### src/rtl/ct_spsram_ctrl_pkg.sv
// ---------------------------------------------------------------------------
// ct_spsram_ctrl_pkg
// Shared definitions for the 256x52 single-port SRAM requester controller:
// controller state encoding, default geometry and the SRAM pin values that
// mean "no access" (all SRAM control pins are active low).
// ---------------------------------------------------------------------------
package ct_spsram_ctrl_pkg;

  localparam int DEF_ADDR_WIDTH = 8;
  localparam int DEF_DATA_WIDTH = 52;
  localparam int DEF_RSP_DEPTH  = 3;

  typedef enum logic [1:0] {
    ST_BOOT = 2'd0,
    ST_INIT = 2'd1,
    ST_RUN  = 2'd2
  } state_t;

  // Idle SRAM pin levels: chip disabled, no global write, every bit masked.
  localparam logic SRAM_CEN_IDLE     = 1'b1;
  localparam logic SRAM_GWEN_IDLE    = 1'b1;
  localparam logic SRAM_WEN_IDLE_BIT = 1'b1;

endpackage

### src/rtl/ct_spsram_256x52_ctrl_if.sv
// ---------------------------------------------------------------------------
// ct_spsram_256x52_ctrl_if
// Client-side bus of the SRAM controller.
//   req_*  : request stream (valid/ready), read or bit-masked write
//   rsp_*  : read response stream (valid/ready), data is the FIFO head
// Modports: master = client (cache/tag logic), slave = controller.
// ---------------------------------------------------------------------------
interface ct_spsram_256x52_ctrl_if
  import ct_spsram_ctrl_pkg::*;
#(
  parameter int ADDR_WIDTH = DEF_ADDR_WIDTH,
  parameter int DATA_WIDTH = DEF_DATA_WIDTH
) ();

  logic                  req_vld;
  logic                  req_rdy;
  logic                  req_wr;
  logic [ADDR_WIDTH-1:0] req_addr;
  logic [DATA_WIDTH-1:0] req_wdata;
  logic [DATA_WIDTH-1:0] req_wmask;
  logic                  rsp_vld;
  logic                  rsp_rdy;
  logic [DATA_WIDTH-1:0] rsp_rdata;

  modport master (
    output req_vld, req_wr, req_addr, req_wdata, req_wmask, rsp_rdy,
    input  req_rdy, rsp_vld, rsp_rdata
  );

  modport slave (
    input  req_vld, req_wr, req_addr, req_wdata, req_wmask, rsp_rdy,
    output req_rdy, rsp_vld, rsp_rdata
  );

endinterface

### src/rtl/ct_spsram_ctrl_rsp_fifo.sv
// ---------------------------------------------------------------------------
// ct_spsram_ctrl_rsp_fifo
// Small ordered FIFO holding read responses.
// Ports:
//   CLK, RST : clock, asynchronous active-high reset (entries clear to 0)
//   push/din : write din at the tail (ignored when full)
//   pop      : drop the head entry (ignored when empty)
//   dout     : head entry, 0 when empty
//   cnt      : number of stored entries
//   empty    : cnt == 0
// Push and pop in the same cycle leave cnt unchanged.
// ---------------------------------------------------------------------------
module ct_spsram_ctrl_rsp_fifo #(
  parameter int DEPTH = 3,
  parameter int WIDTH = 52
) (
  input  logic                           CLK,
  input  logic                           RST,
  input  logic                           push,
  input  logic                           pop,
  input  logic [WIDTH-1:0]               din,
  output logic [WIDTH-1:0]               dout,
  output logic [$clog2(DEPTH+1)-1:0]     cnt,
  output logic                           empty
);

  localparam int CW = $clog2(DEPTH + 1);
  localparam int PW = (DEPTH > 1) ? $clog2(DEPTH) : 1;

  logic [PW-1:0]    wr_ptr_reg, rd_ptr_reg;
  logic [CW-1:0]    cnt_reg;
  logic [WIDTH-1:0] mem_q [DEPTH];
  logic             do_push, do_pop;

  assign empty   = (cnt_reg == '0);
  assign do_push = push && (cnt_reg != CW'(DEPTH));
  assign do_pop  = pop && !empty;

  // One register per entry so each storage word resets to zero.
  for (genvar gi = 0; gi < DEPTH; gi++) begin : g_entry
    logic [WIDTH-1:0] entry_reg;
    always_ff @(posedge CLK or posedge RST) begin
      if (RST) begin
        entry_reg <= '0;
      end else if (do_push && (wr_ptr_reg == PW'(gi))) begin
        entry_reg <= din;
      end
    end
    assign mem_q[gi] = entry_reg;
  end

  always_ff @(posedge CLK or posedge RST) begin
    if (RST) begin
      wr_ptr_reg <= '0;
      rd_ptr_reg <= '0;
      cnt_reg    <= '0;
    end else begin
      if (do_push) begin
        wr_ptr_reg <= (wr_ptr_reg == PW'(DEPTH - 1)) ? '0 : wr_ptr_reg + PW'(1);
      end
      if (do_pop) begin
        rd_ptr_reg <= (rd_ptr_reg == PW'(DEPTH - 1)) ? '0 : rd_ptr_reg + PW'(1);
      end
      if (do_push && !do_pop) begin
        cnt_reg <= cnt_reg + CW'(1);
      end else if (do_pop && !do_push) begin
        cnt_reg <= cnt_reg - CW'(1);
      end
    end
  end

  assign dout = empty ? '0 : mem_q[rd_ptr_reg];
  assign cnt  = cnt_reg;

endmodule

### src/rtl/ct_spsram_256x52_ctrl.sv
// ---------------------------------------------------------------------------
// ct_spsram_256x52_ctrl
// Requester-side controller for the 256x52 single-port SRAM macro.
// After reset it optionally zero-fills the array (one write per cycle), then
// turns client requests into SRAM cycles. Read data arrives on sram_q one
// cycle after the access and is queued in a response FIFO; a request is only
// accepted when a FIFO slot is guaranteed for it (credit check).
// Ports:
//   CLK, RST   : clock, asynchronous active-high reset
//   bus        : client request/response interface (slave side)
//   init_done  : high from the first RUN cycle until reset
//   sram_a/cen/gwen/wen/d : SRAM pins (controls active low)
//   sram_q     : SRAM read data, valid the cycle after a read access
// ---------------------------------------------------------------------------
module ct_spsram_256x52_ctrl
  import ct_spsram_ctrl_pkg::*;
#(
  parameter int ADDR_WIDTH = DEF_ADDR_WIDTH,
  parameter int DATA_WIDTH = DEF_DATA_WIDTH,
  parameter int RSP_DEPTH  = DEF_RSP_DEPTH,
  parameter int INIT_EN    = 1
) (
  input  logic                    CLK,
  input  logic                    RST,
  ct_spsram_256x52_ctrl_if.slave  bus,
  output logic                    init_done,
  output logic [ADDR_WIDTH-1:0]   sram_a,
  output logic                    sram_cen,
  output logic                    sram_gwen,
  output logic [DATA_WIDTH-1:0]   sram_wen,
  output logic [DATA_WIDTH-1:0]   sram_d,
  input  logic [DATA_WIDTH-1:0]   sram_q
);

  localparam int CW = $clog2(RSP_DEPTH + 1);
  localparam logic [ADDR_WIDTH:0] CNT_LAST = (ADDR_WIDTH + 1)'(2 ** ADDR_WIDTH - 1);

  state_t                state_reg, state_next;
  logic [ADDR_WIDTH:0]   cnt_reg, cnt_next;
  logic                  init_done_reg;
  logic                  rd_pend_reg, rd_pend_next;
  logic [CW-1:0]         fifo_cnt;
  logic                  fifo_empty;
  logic [DATA_WIDTH-1:0] fifo_dout;
  logic                  credit_ok;
  logic                  accept;
  logic                  fifo_pop;

  always_ff @(posedge CLK or posedge RST) begin
    if (RST) begin
      state_reg     <= ST_BOOT;
      cnt_reg       <= '0;
      init_done_reg <= 1'b0;
      rd_pend_reg   <= 1'b0;
    end else begin
      state_reg     <= state_next;
      cnt_reg       <= cnt_next;
      init_done_reg <= (state_next == ST_RUN);
      rd_pend_reg   <= rd_pend_next;
    end
  end

  // Reads in flight (pending on sram_q) plus stored responses must leave a
  // free slot, so the FIFO can never overflow even with rsp_rdy held low.
  assign credit_ok   = ({1'b0, fifo_cnt} + {{CW{1'b0}}, rd_pend_reg}) < (CW + 1)'(RSP_DEPTH);
  assign bus.req_rdy = (state_reg == ST_RUN) && credit_ok;
  assign accept      = bus.req_vld && bus.req_rdy;
  assign fifo_pop    = bus.rsp_rdy && !fifo_empty;

  always_comb begin
    state_next   = state_reg;
    cnt_next     = cnt_reg;
    rd_pend_next = 1'b0;
    sram_cen     = SRAM_CEN_IDLE;
    sram_gwen    = SRAM_GWEN_IDLE;
    sram_wen     = {DATA_WIDTH{SRAM_WEN_IDLE_BIT}};
    sram_a       = '0;
    sram_d       = '0;
    case (state_reg)
      ST_BOOT: begin
        cnt_next   = '0;
        state_next = (INIT_EN != 0) ? ST_INIT : ST_RUN;
      end
      ST_INIT: begin
        sram_cen  = 1'b0;
        sram_gwen = 1'b0;
        sram_wen  = '0;
        sram_a    = cnt_reg[ADDR_WIDTH-1:0];
        if (cnt_reg == CNT_LAST) begin
          cnt_next   = '0;
          state_next = ST_RUN;
        end else begin
          cnt_next = cnt_reg + 1'b1;
        end
      end
      ST_RUN: begin
        if (accept) begin
          sram_cen = 1'b0;
          sram_a   = bus.req_addr;
          if (bus.req_wr) begin
            sram_gwen = 1'b0;
            sram_wen  = ~bus.req_wmask;
            sram_d    = bus.req_wdata;
          end else begin
            rd_pend_next = 1'b1;
          end
        end
      end
      default: state_next = ST_BOOT;
    endcase
  end

  // sram_q carries the read data in the cycle after the access, which is
  // exactly when rd_pend_reg is set.
  ct_spsram_ctrl_rsp_fifo #(
    .DEPTH (RSP_DEPTH),
    .WIDTH (DATA_WIDTH)
  ) u_rsp_fifo (
    .CLK   (CLK),
    .RST   (RST),
    .push  (rd_pend_reg),
    .pop   (fifo_pop),
    .din   (sram_q),
    .dout  (fifo_dout),
    .cnt   (fifo_cnt),
    .empty (fifo_empty)
  );

  assign bus.rsp_vld   = !fifo_empty;
  assign bus.rsp_rdata = fifo_dout;
  assign init_done     = init_done_reg;

endmodule

### src/flat_wrapper.sv
// flat-port wrapper written by rule: the top's interface ports become plain ports
module ct_spsram_256x52_ctrl_flat import ct_spsram_ctrl_pkg::*;
#(
  parameter int ADDR_WIDTH = DEF_ADDR_WIDTH,
  parameter int DATA_WIDTH = DEF_DATA_WIDTH,
  parameter int RSP_DEPTH  = DEF_RSP_DEPTH,
  parameter int INIT_EN    = 1
)
  (CLK, RST, init_done, sram_a, sram_cen, sram_gwen, sram_wen, sram_d, sram_q, bus_req_vld, bus_req_wr, bus_req_addr, bus_req_wdata, bus_req_wmask, bus_rsp_rdy, bus_req_rdy, bus_rsp_vld, bus_rsp_rdata);
  ct_spsram_256x52_ctrl_if #(.ADDR_WIDTH(ADDR_WIDTH), .DATA_WIDTH(DATA_WIDTH)) bus_i ();
  input  logic CLK;
  input  logic RST;
  output logic init_done;
  output logic [ADDR_WIDTH-1:0] sram_a;
  output logic sram_cen;
  output logic sram_gwen;
  output logic [DATA_WIDTH-1:0] sram_wen;
  output logic [DATA_WIDTH-1:0] sram_d;
  input  logic [DATA_WIDTH-1:0] sram_q;
  input wire logic [$bits(bus_i.req_vld)-1:0] bus_req_vld;
  input wire logic [$bits(bus_i.req_wr)-1:0] bus_req_wr;
  input wire logic [$bits(bus_i.req_addr)-1:0] bus_req_addr;
  input wire logic [$bits(bus_i.req_wdata)-1:0] bus_req_wdata;
  input wire logic [$bits(bus_i.req_wmask)-1:0] bus_req_wmask;
  input wire logic [$bits(bus_i.rsp_rdy)-1:0] bus_rsp_rdy;
  output wire logic [$bits(bus_i.req_rdy)-1:0] bus_req_rdy;
  output wire logic [$bits(bus_i.rsp_vld)-1:0] bus_rsp_vld;
  output wire logic [$bits(bus_i.rsp_rdata)-1:0] bus_rsp_rdata;
  assign bus_i.req_vld = bus_req_vld;
  assign bus_i.req_wr = bus_req_wr;
  assign bus_i.req_addr = bus_req_addr;
  assign bus_i.req_wdata = bus_req_wdata;
  assign bus_i.req_wmask = bus_req_wmask;
  assign bus_i.rsp_rdy = bus_rsp_rdy;
  assign bus_req_rdy = bus_i.req_rdy;
  assign bus_rsp_vld = bus_i.rsp_vld;
  assign bus_rsp_rdata = bus_i.rsp_rdata;
  ct_spsram_256x52_ctrl #(.ADDR_WIDTH(ADDR_WIDTH), .DATA_WIDTH(DATA_WIDTH), .RSP_DEPTH(RSP_DEPTH), .INIT_EN(INIT_EN)) u_core (.CLK(CLK), .RST(RST), .bus(bus_i), .init_done(init_done), .sram_a(sram_a), .sram_cen(sram_cen), .sram_gwen(sram_gwen), .sram_wen(sram_wen), .sram_d(sram_d), .sram_q(sram_q));
endmodule
### config.mk
export PLATFORM = sky130hd
export DESIGN_NAME = ct_spsram_256x52_ctrl_flat
export DESIGN_NICKNAME = d
export VERILOG_FILES = /design/src/rtl/ct_spsram_ctrl_pkg.sv /design/src/rtl/ct_spsram_256x52_ctrl_if.sv /design/src/rtl/ct_spsram_ctrl_rsp_fifo.sv /design/src/rtl/ct_spsram_256x52_ctrl.sv /design/src/flat_wrapper.sv
export SDC_FILE = /design/constraint.sdc
export NUM_CORES = 1
export LEC_CHECK = 0
export BUFFER_PORTS_ARGS = -buffer_cell sky130_fd_sc_hd__buf_4
export CELL_PAD_IN_SITES_DETAIL_PLACEMENT = 0
export CELL_PAD_IN_SITES_GLOBAL_PLACEMENT = 1
export CORE_AREA = 4 4 127 220
export DETAILED_ROUTE_END_ITERATION = 8
export DIE_AREA = 0 0 131 224
export PLACE_DENSITY = 0.84
export SLEW_MARGIN = 30
export SYNTH_ARGS = -nofsm -noshare
export SYNTH_HDL_FRONTEND = slang
export SYNTH_SLANG_ARGS = --single-unit
export TNS_END_PERCENT = 50
### constraint.sdc
create_clock -name CLK -period 12.1 [get_ports CLK]
set_input_delay 0.605 -clock CLK [delete_from_list [all_inputs] [get_ports CLK]]
set_output_delay 0.605 -clock CLK [all_outputs]
set_load 0.05 [all_outputs]
Word level (Yosys, flattened, before mapping)
Index checks and enable logic that the tools add are counted.

Flip-flop bits (word level): 175. Latch bits: 0. Bits in writable memories: 0. Bits in read-only memories: 0. Bits of input ports: 169. Output and inout bits: 169. Word-level logic and storage cells: 73. Memories: 0.

Add/subtract/negate cells: 6. Multiply operators: 0. Divide/modulo/power cells: 0. Order comparisons: 2. Eq/ne operators: 8. Shift-type cells: 0. Muxes and demuxes: 27. Bitwise logic cells: 2. Reduce and logical (&&, ||, !) cells: 18.

Operators with widths (count): two-way mux 52 bit (8); binary-select mux 52 bit (select 2 bit) (1); case mux 52 bit (2 select lines) (1); NOT 52 bit (1); case mux 9 bit (2 select lines) (1); case mux 8 bit (2 select lines) (1); logical AND 1 bit (10); two-way mux 2 bit (5); adder 9 x 1 -> 9 bit, second input constant (1); == test 9 x 8 -> 1 bit, second input constant (1); two-way mux 9 bit (1); == test 2 bit, second input constant (4); two-way mux 8 bit (1); adder 2 x 1 -> 2 bit, second input constant (3); zero test 2 bit (3); case mux 2 bit (3 select lines) (1); two-way mux 1 bit (5); == test 2 x 1 -> 1 bit, second input constant (2); case mux 1 bit (2 select lines) (2); nonzero test 2 bit (2); adder 2 x 1 -> 3 bit (1); >= comparator 3 bit, second input constant (1); zero test 1 bit (3); < comparator 3 x 2 -> 1 bit, second input constant (1); other kinds (3) (3).

Depth between registers and ports, before layout
Gate-level depths: netlist (run 1).

Depth in word-level cells: 7. Mapped depth: 9. Mapped depth without buffers: 6.

Modules after synthesis
A second synthesis (run 1) with hierarchy kept.

Cells, all modules: 757. Area total of the unflattened synthesis: 9091.2 um^2.

By module, submodules not included: ct_spsram_ctrl_rsp_fifo (times used 1, cells each 535, area an instance 7518.5 um^2, seq. area each 4053.9 um^2); ct_spsram_256x52_ctrl (times used 1, cells each 222, area an instance 1572.8 um^2, seq. area each 325.3 um^2).

Worst setup path after synthesis (run 1)
OpenSTA, ideal clock, no wires.

Path type: register to output. From: register u_core.u_rsp_fifo.cnt_reg[0] (netlist: u_core.u_rsp_fifo.cnt[0]). To: output port sram_a[0]. Arrival: 2248 ps. Data required time: 11495 ps. Slack: 9247 ps. Stages on the path, launching flop included: 8. Path buffers: 1. Path through: dfrtp_1 > ha_1 > ha_1 > nand2_1 > and4b_1 > clkbuf_1 > a22oi_1 > nor2b_1.

Longest elaborated chain between the ends: 6.

RTL lines: start: declaration (line ct_spsram_ctrl_rsp_fifo.sv:31) `logic [CW-1:0] cnt_reg;`; start signal: assignment (line ct_spsram_ctrl_rsp_fifo.sv:65) `cnt_reg <= cnt_reg + CW'(1);`; start signal: assignment (line ct_spsram_ctrl_rsp_fifo.sv:67) `cnt_reg <= cnt_reg - CW'(1);`; adder 2 x 1 -> 3 bit (line ct_spsram_256x52_ctrl.sv:65) `assign credit_ok = ({1'b0, fifo_cnt} + {{CW{1'b0}}, rd_pend_reg}) < (CW + 1)'(RSP_DEPTH);`; < comparator 3 x 2 -> 1 bit (line ct_spsram_256x52_ctrl.sv:65); logical AND 1 bit (line ct_spsram_256x52_ctrl.sv:66) `assign bus.req_rdy = (state_reg == ST_RUN) && credit_ok;`; logical AND 1 bit (line ct_spsram_256x52_ctrl.sv:67) `assign accept = bus.req_vld && bus.req_rdy;`; two-way mux 8 bit (line ct_spsram_256x52_ctrl.sv:97) `if (accept) begin`; case mux 8 bit (2 select lines) (line ct_spsram_256x52_ctrl.sv:79) `case (state_reg)`; end: declaration (line flat_wrapper.sv:14) `output logic [ADDR_WIDTH-1:0] sram_a;`.

No other way between the ends.

Final worst setup path (run 1)
From: register u_core.state_reg[0]. To: output port sram_wen[4].

Longest elaborated chain between the ends: 5. Elaborated cells between the ends (all ways): 6. Those cells by class: eq/ne (2); mux (2); reduce/logical (2).

RTL lines: start: declaration (line ct_spsram_256x52_ctrl.sv:38) `state_t state_reg, state_next;`; start signal: assignment (line ct_spsram_256x52_ctrl.sv:56) `state_reg <= state_next;`; == test 2 bit (line ct_spsram_256x52_ctrl.sv:66, ct_spsram_256x52_ctrl.sv:79); logical AND 1 bit (line ct_spsram_256x52_ctrl.sv:66); logical AND 1 bit (line ct_spsram_256x52_ctrl.sv:67); two-way mux 52 bit (line ct_spsram_256x52_ctrl.sv:97); case mux 52 bit (2 select lines) (*) (line ct_spsram_256x52_ctrl.sv:79); end: declaration (line flat_wrapper.sv:17) `output logic [DATA_WIDTH-1:0] sram_wen;`.

Every way passes the cells marked *; elsewhere a longest branch is shown, timed or not.

==> reports/results.md, run 1 <==
Detailed routing
* detailed-route wire length: 28200 um
* number of antenna-violating nets in the routed design: 0
* count of routing violations after the opening detailed-route iteration: 325
* first drt pass iteration count: 4
* vias per cell: 5.04
* average wire per cell in the routed design: 19.4 um
* DRC viols: 0
* routed via count: 7310

Timing
* Max Freq: 240 MHz
* Slew Limit Headroom: 0.394
* Worst Tran Pin Value: 0.909 ns
* setup repair after global routing missed its margin: false
* worst clock skew: 0.0133 ns
* tightest hold margin: 0.232 ns
* final critical-path share of the clock period: 0.344
* final worst slack: 7.94 ns
* Total Negative Setup Slacks: 0 ns
* Final setup viols: 0
* number of hold-slack violations in the final timing report: 0
* minimum clock period after layout: 4.16 ns
* Slew Limit Fails: 0

Power and ir drop
* post-layout total power: 1.27 mW
* power share of the sequential group: 0.483
* cell internal power dissipation: 0.994 mW
* Clk network pwr share: 0.454
* worst ir drop on vdd: 0.0867 mV
* fraction of power consumed by combinational cells: 0.063
* total net switching power: 0.271 mW
* share of total power consumed by net switching: 0.214
* reported leakage power: 5.95 nW
* PD cells: 103 mW/mm^2

Clocking
* post-CTS sizing: 0
* Clock Pin Slew Worst Setup and Hold Paths: 0.07 ns
* number of hold buffers added after CTS: 0
* TritonCTS clock tree: yes
* Post-CTS Setup Inserts: 0
* latest clock arrival within the worst-skew pair: 0.44 ns
* number of H-tree levels: 4
* maximum clock insertion buffer count: 2
* clk sink count: 175
* root buffer cell: sky130_fd_sc_hd__clkbuf_16
* cts bufs inserted: 17

Yosys
* Post-Synthesis Mean Instance Area: 11.1 um^2
* xor and xnor area share after synthesis: 0.00389
* Most used DFF post-synth: sky130_fd_sc_hd__dfrtp_1
* post-synthesis cell type with the largest combined area: sky130_fd_sc_hd__dfrtp_1
* Post-Syn Nets: 986
* share of flip-flops with an asynchronous set or reset after synthesis: 1.00
* Adder-Cell Fraction of Synth Area: 0.0111
* number of flip-flops and latches in the synthesized netlist: 175
* main combinational cell family by area after synthesis: multiplexers
* area share of the leading cell type in the synthesized netlist: 0.486
* share of synthesized area occupied by flip-flops and latches: 0.486
* Post-Synth Simple-Gate Area: 0.115
* area of the mapped netlist: 0.00901 mm^2
* number of standard cells after synthesis: 809
* post-synthesis mux area share: 0.254
* synthesized-area fraction occupied by ao, oa, aoi and oai cells: 0.0865
* Yosys cell types: 47
* number of synthesis warnings: 0
* Post-synth EDFFs: 0
* leading post-synthesis cells by cell area: sky130_fd_sc_hd__dfrtp_1 49%, sky130_fd_sc_hd__mux2_2 19%, sky130_fd_sc_hd__mux2i_1 5.8%

Cells and area
* flip-flop count of the largest register after layout: 156
* leading cell types in the layout, fill and taps excluded: 345 x sky130_fd_sc_hd__buf_4, 173 x sky130_fd_sc_hd__dfrtp_1, 148 x sky130_fd_sc_hd__mux2_2
* most common cell after layout, fill and taps aside: sky130_fd_sc_hd__buf_4
* final std cells w/o fill: 1451
* net total in the final layout: 1293
* area added between synthesis and finish: 36.7%
* final std cell area, no fill: 0.0123 mm^2
* Final Core Density: 0.473
* share of final-layout standard cells stronger than drive strength 1: 0.477

Floorplanning
* total die area: 0.0293 mm^2
* number of primary I/O pins: 338
* die height: 224 um
* number of rows created at floorplan: 78
* Initial Util: 0.346
* chip width: 131 um
* area inside the core boundary: 0.0261 mm^2

Critical path
* Setup CP Type: register to output pin
* worst setup path startpoint: u_core.state_reg[0]$_DFF_PP0_
* R2R depth: 5
* reg-to-reg endpoint: u_core.u_rsp_fifo.g_entry[1].entry_reg[2]$_DFFE_PP0P_
* worst path arrival time: 3.55 ns
* CP max-delay cell: sky130_fd_sc_hd__buf_4
* largest fanout on the critical path: 78
* type of destination of the critical path: output pin
* worst reg2reg setup slack: 9.66 ns
* R2R Path Start: u_core.u_rsp_fifo.cnt[0]$_DFFE_PP0P_
* launching element type of the critical path: register
* cell-by-cell listing of the critical path: inv_1, ha_1, inv_1, nor4b_4, buf_4, or2_2, o21ai_0, buf_4
* Largest stage delay, worst path: 0.53 ns
* required time of the critical path: 11.49 ns

Global route
* maximum number of pins on one net before global-route repair: 106
* number of antenna violations at the first check in global routing: 8
* overall fraction of global-route tracks in use: 0.191
* vias in the first global route: 7484
* first-pass GRT wire length: 41900 um
* aggregate global routing overflow: 0

Placed design
* setup slack at placement: 8.32 ns
* Placement Cell Area: 0.0117 mm^2
* final weighted congestion in routability-driven placement: 0.819
* cell total after placement: 1417
* Post-DP HPWL: 20900 um
* port bufs: 337

Outcome
* status: finished clean

Job
* max-capacitance violation count: 0

Min path
* class of the worst hold path: primary input to async pin

==> per-layer routing <==
metal / routed length [um] / part of all wire / global-route usage
met1: 11000 / 0.39 / 0.222
met2: 14100 / 0.50 / 0.322
met3: 2580 / 0.091 / 0.0780
met4: 477 / 0.017 / 0.0525
met5: 55 / 0.0019 / 0
==> layout make-up <==
type,count,area [um^2]
fillers,2456,13700
repair buffers,346,2600
clock inverters,11,151
clock buffers,21,470
inverters,9,41.3
diodes,2,5.00
flip-flops and latches,175,4380
multi-input cells,567,4260
well taps,320,400
==> cells by family (layout without fill, tap and decap cells) <==
| group | after synthesis | in the layout |
|---|---|---|
| AOI/OAI and AO/OA | 136 | 136 |
| and+or+nand+nor | 210 | 210 |
| DFF | 175 | 175 |
| adders and majority gates | 8 | 8 |
| xor gates and xnor gates | 4 | 4 |
| buffers and inverters | 67 | 387 |
| muxes | 209 | 209 |
| other | 0 | 2 |
==> worst max-delay path: cells and delay by family (launching register included) <==
kind	cells	cell delay (ns)
buf+inv	4	1.32
simple gates	2	0.87
flops	1	0.41
fa+ha+maj	1	0.27
compound gates	1	0.21
==> power by group through the flow <==
stage	clock (mW)	sequential, mW	combinational [mW]
detailed placement	0	0.622	0.0812
global route	0.612	0.612	0.0873
floorplan	0	0.620	0.0247
global placement	0	0.621	0.0792
CTS	0.592	0.611	0.0814
finish	0.575	0.611	0.0796
==> synthesized netlist by cell type (all sizes together) (3+ instances only) <==
cell	number
a22oi	9
clkbuf	22
inv	9
nand3	4
ha	8
and2	54
mux2	157
o21ai	35
o22a	8
a21oi	71
o41ai	3
xor2	3
nand2	24
mux2i	52
nor2b	10
dfrtp	175
nor2	106
buf	36
==> how the worst max path moves through the flow <==
stage / endpoint / slack, ns / cells past startpoint
after floorplan: u_core.cnt_reg[0]$_DFFE_PP0P_ / 6.75 / 1
after global placement: sram_wen[26] / 8.50 / 7
after detailed placement: sram_wen[4] / 8.32 / 7
after CTS: sram_wen[4] / 7.83 / 7
after global routing: sram_wen[4] / 7.61 / 8
final: sram_wen[4] / 7.94 / 8
(Power assumes the default switching activity.)
==> run 2, diff against run 1 <==
==> constraint.sdc (replaced) <==
create_clock -name CLK -period 4.3 [get_ports CLK]
set_input_delay 0.215 -clock CLK [delete_from_list [all_inputs] [get_ports CLK]]
set_output_delay 0.215 -clock CLK [all_outputs]
set_load 0.05 [all_outputs]
==> reports/results.md, run 2 (synthesis gave the netlist of run 1 again) <==
Outcome
* status: finished clean

Timing
* minimum clock period after layout: 3.35 ns
* Slew Limit Headroom: 0.383, -0.0112
* Worst Tran Pin Value: 0.926 ns, +0.0168 ns
* Final setup viols: 0, unchanged
* final critical-path share of the clock period: 0.778
* number of hold-slack violations in the final timing report: 0, unchanged
* Total Negative Setup Slacks: 0 ns, unchanged
* setup repair after global routing missed its margin: false
* Slew Limit Fails: 0, unchanged
* Max Freq: 299 MHz
* worst clock skew: 0.0128 ns, -0.000449 ns

Cells and area
* leading cell types in the layout, fill and taps excluded: 346 x sky130_fd_sc_hd__buf_4, 173 x sky130_fd_sc_hd__dfrtp_1, 148 x sky130_fd_sc_hd__mux2_2
* area added between synthesis and finish: 41.8%
* most common cell after layout, fill and taps aside: sky130_fd_sc_hd__buf_4
* share of final-layout standard cells stronger than drive strength 1: 0.461, -0.0165
* net total in the final layout: 1341, +3.7%
* number of antenna repair diodes: 0, -2
* flip-flop count of the largest register after layout: 156, unchanged

Critical path
* Setup crit end: sram_wen[42]
* Setup CP Type: register to output pin
* type of destination of the critical path: output pin
* R2R Path Start: u_core.u_rsp_fifo.cnt[0]$_DFFE_PP0P_
* R2R depth: 4, -1
* worst setup path startpoint: u_core.state_reg[1]$_DFF_PP0_
* worst reg2reg setup slack: 1.93 ns, -7.73 ns
* required time of the critical path: 4.09 ns, -7.40 ns
* reg-to-reg endpoint: u_core.u_rsp_fifo.g_entry[2].entry_reg[5]$_DFFE_PP0P_
* worst path arrival time: 3.13 ns, -0.42 ns
* largest fanout on the critical path: 28, -64%
* launching element type of the critical path: register

Power and ir drop
* cell internal power dissipation: 2.73 mW, +170%
* share of total power consumed by net switching: 0.216, +0.00133
* power share of the sequential group: 0.494, +0.011
* Clk network pwr share: 0.434, -0.020
* fraction of power consumed by combinational cells: 0.073, +0.010
* total net switching power: 0.752 mW, +180%
* worst ir drop on vdd: 0.290 mV, +230%
* reported leakage power: 6.14 nW, +3.2%
* post-layout total power: 3.48 mW, +180%
* PD cells: 273 mW/mm^2, +170%

Clocking
* Post-CTS Setup Inserts: 0, unchanged
* number of H-tree levels: 4, unchanged
* clk sink count: 175, unchanged
* root buffer cell: sky130_fd_sc_hd__clkbuf_16
* maximum clock insertion buffer count: 2, unchanged
* Clock Pin Slew Worst Setup and Hold Paths: 0.07 ns, about the same
* latest clock arrival within the worst-skew pair: 0.44 ns, about the same
* TritonCTS clock tree: yes
* cts bufs inserted: 17, unchanged

Global route
* most crowded layer after global routing: met2
* vias in the first global route: 7959, +6.3%
* met1 Resource Use GR: 0.215, -0.00641
* number of antenna violations at the first check in global routing: 3, -5
* met2 demand-to-capacity share in global routing: 0.343, +0.0215
* overall fraction of global-route tracks in use: 0.191, about the same
* met3 Usage GRT: 0.0542, -0.0239
* aggregate global routing overflow: 0, unchanged
* maximum number of pins on one net before global-route repair: 80, -25%
* first-pass GRT wire length: 42900 um, +2.4%

Placed design
* port bufs: 337, unchanged
* final weighted congestion in routability-driven placement: 0.792, -3.3%
* Post-DP HPWL: 20200 um, -3.4%

Floorplanning
* number of rows created at floorplan: 78, unchanged
* total die area: 0.0293 mm^2, unchanged
* area inside the core boundary: 0.0261 mm^2, unchanged
* Initial Util: 0.346, unchanged
* chip width: 131 um, unchanged
* number of primary I/O pins: 338, unchanged
* die height: 224 um, unchanged

Min path
* class of the worst hold path: primary input to register

Detailed routing
* number of antenna-violating nets in the routed design: 0, unchanged
* DRC viols: 0, unchanged
* vias per cell: 4.98, -1.2%
* first drt pass iteration count: 4, unchanged
* average wire per cell in the routed design: 18.7 um, -4.1%
* routed via count: 7443, +1.8%
* detailed-route wire length: 27900 um, -1.1%
* count of routing violations after the opening detailed-route iteration: 253, -22%

Job
* max-capacitance violation count: 0, unchanged

## run 2: worst min-delay path by stage
stage | start | slack, ns | cells after the start | to
3_5_place_dp | RST | 0.28 | 2 | u_core.u_rsp_fifo.g_entry[0].entry_reg[3]$_DFFE_PP0P_
4_1_cts | sram_q[32] | 0.0005 | 2 | u_core.u_rsp_fifo.g_entry[1].entry_reg[32]$_DFFE_PP0P_
5_1_grt | sram_q[2] | 0.01 | 2 | u_core.u_rsp_fifo.g_entry[2].entry_reg[2]$_DFFE_PP0P_
3_3_place_gp | bus_req_wr | 0.38 | 2 | u_core.rd_pend_reg$_DFF_PP0_
6_report | sram_q[40] | 0.03 | 2 | u_core.u_rsp_fifo.g_entry[0].entry_reg[40]$_DFFE_PP0P_
2_1_floorplan | bus_req_wr | 0.28 | 1 | u_core.rd_pend_reg$_DFF_PP0_
## run 2: cell type report
cell class                 count  area [um^2]
clock buffer                  23          498
sequential                   175         4380
clock inverter                 8         78.8
fill                        2410        13300
timing repair buffer         394         3130
tap                          320          400
multi-input combinational    567         4250
inverter                       9         37.5
## run 2: stage by stage
step / util / std cells / hold slack, ns / setup slack [ns] / area (um^2)
2_1_floorplan: - / 809 / 0.281 / 1.84 / 9010
3_3_place_gp: 0.450 / 1419 / 0.379 / 1.52 / 11700
5_1_grt: 0.490 / 1496 / 0.0119 / 0.710 / 12800
4_1_cts: 0.490 / 1496 / 0.000454 / 0.950 / 12800
3_5_place_dp: 0.451 / 1421 / 0.284 / 1.47 / 11800
6_report: 0.490 / 1496 / 0.0334 / 0.953 / 12800
## run 2: power by group through the flow
stage                     Sequential (mW)  Clock [mW]  Combinational [mW]
after floorplan                      1.74           0              0.0697
after detailed placement             1.75           0               0.224
after global placement               1.75           0               0.217
after CTS                            1.72        1.56               0.258
final                                1.72        1.51               0.253
after global routing                 1.72        1.62               0.278
## run 2: worst max-delay path, stage by stage, from the launching register on
cell                      delay, ns
sky130_fd_sc_hd__dfrtp_1       0.42
sky130_fd_sc_hd__inv_1         0.09
sky130_fd_sc_hd__ha_1          0.57
sky130_fd_sc_hd__inv_2         0.17
sky130_fd_sc_hd__nor2_2        0.12
sky130_fd_sc_hd__buf_4         0.29
sky130_fd_sc_hd__or2_2         0.43
sky130_fd_sc_hd__o21ai_0       0.30
sky130_fd_sc_hd__buf_4         0.29
## run 2: what timing repair did
action / in CTS / in global routing
resized for setup: 0 / 0
hold buffers: 44 / 0
endpoints found under the hold margin: 114 / 0
endpoints found under the setup margin: 0 / 0
## run 2: routing by layer
metal	share of wire	vias up
met4	0.017	6
met5	0.0017	-
met3	0.065	33
li1	-	3500
met1	0.39	3630
met2	0.53	274
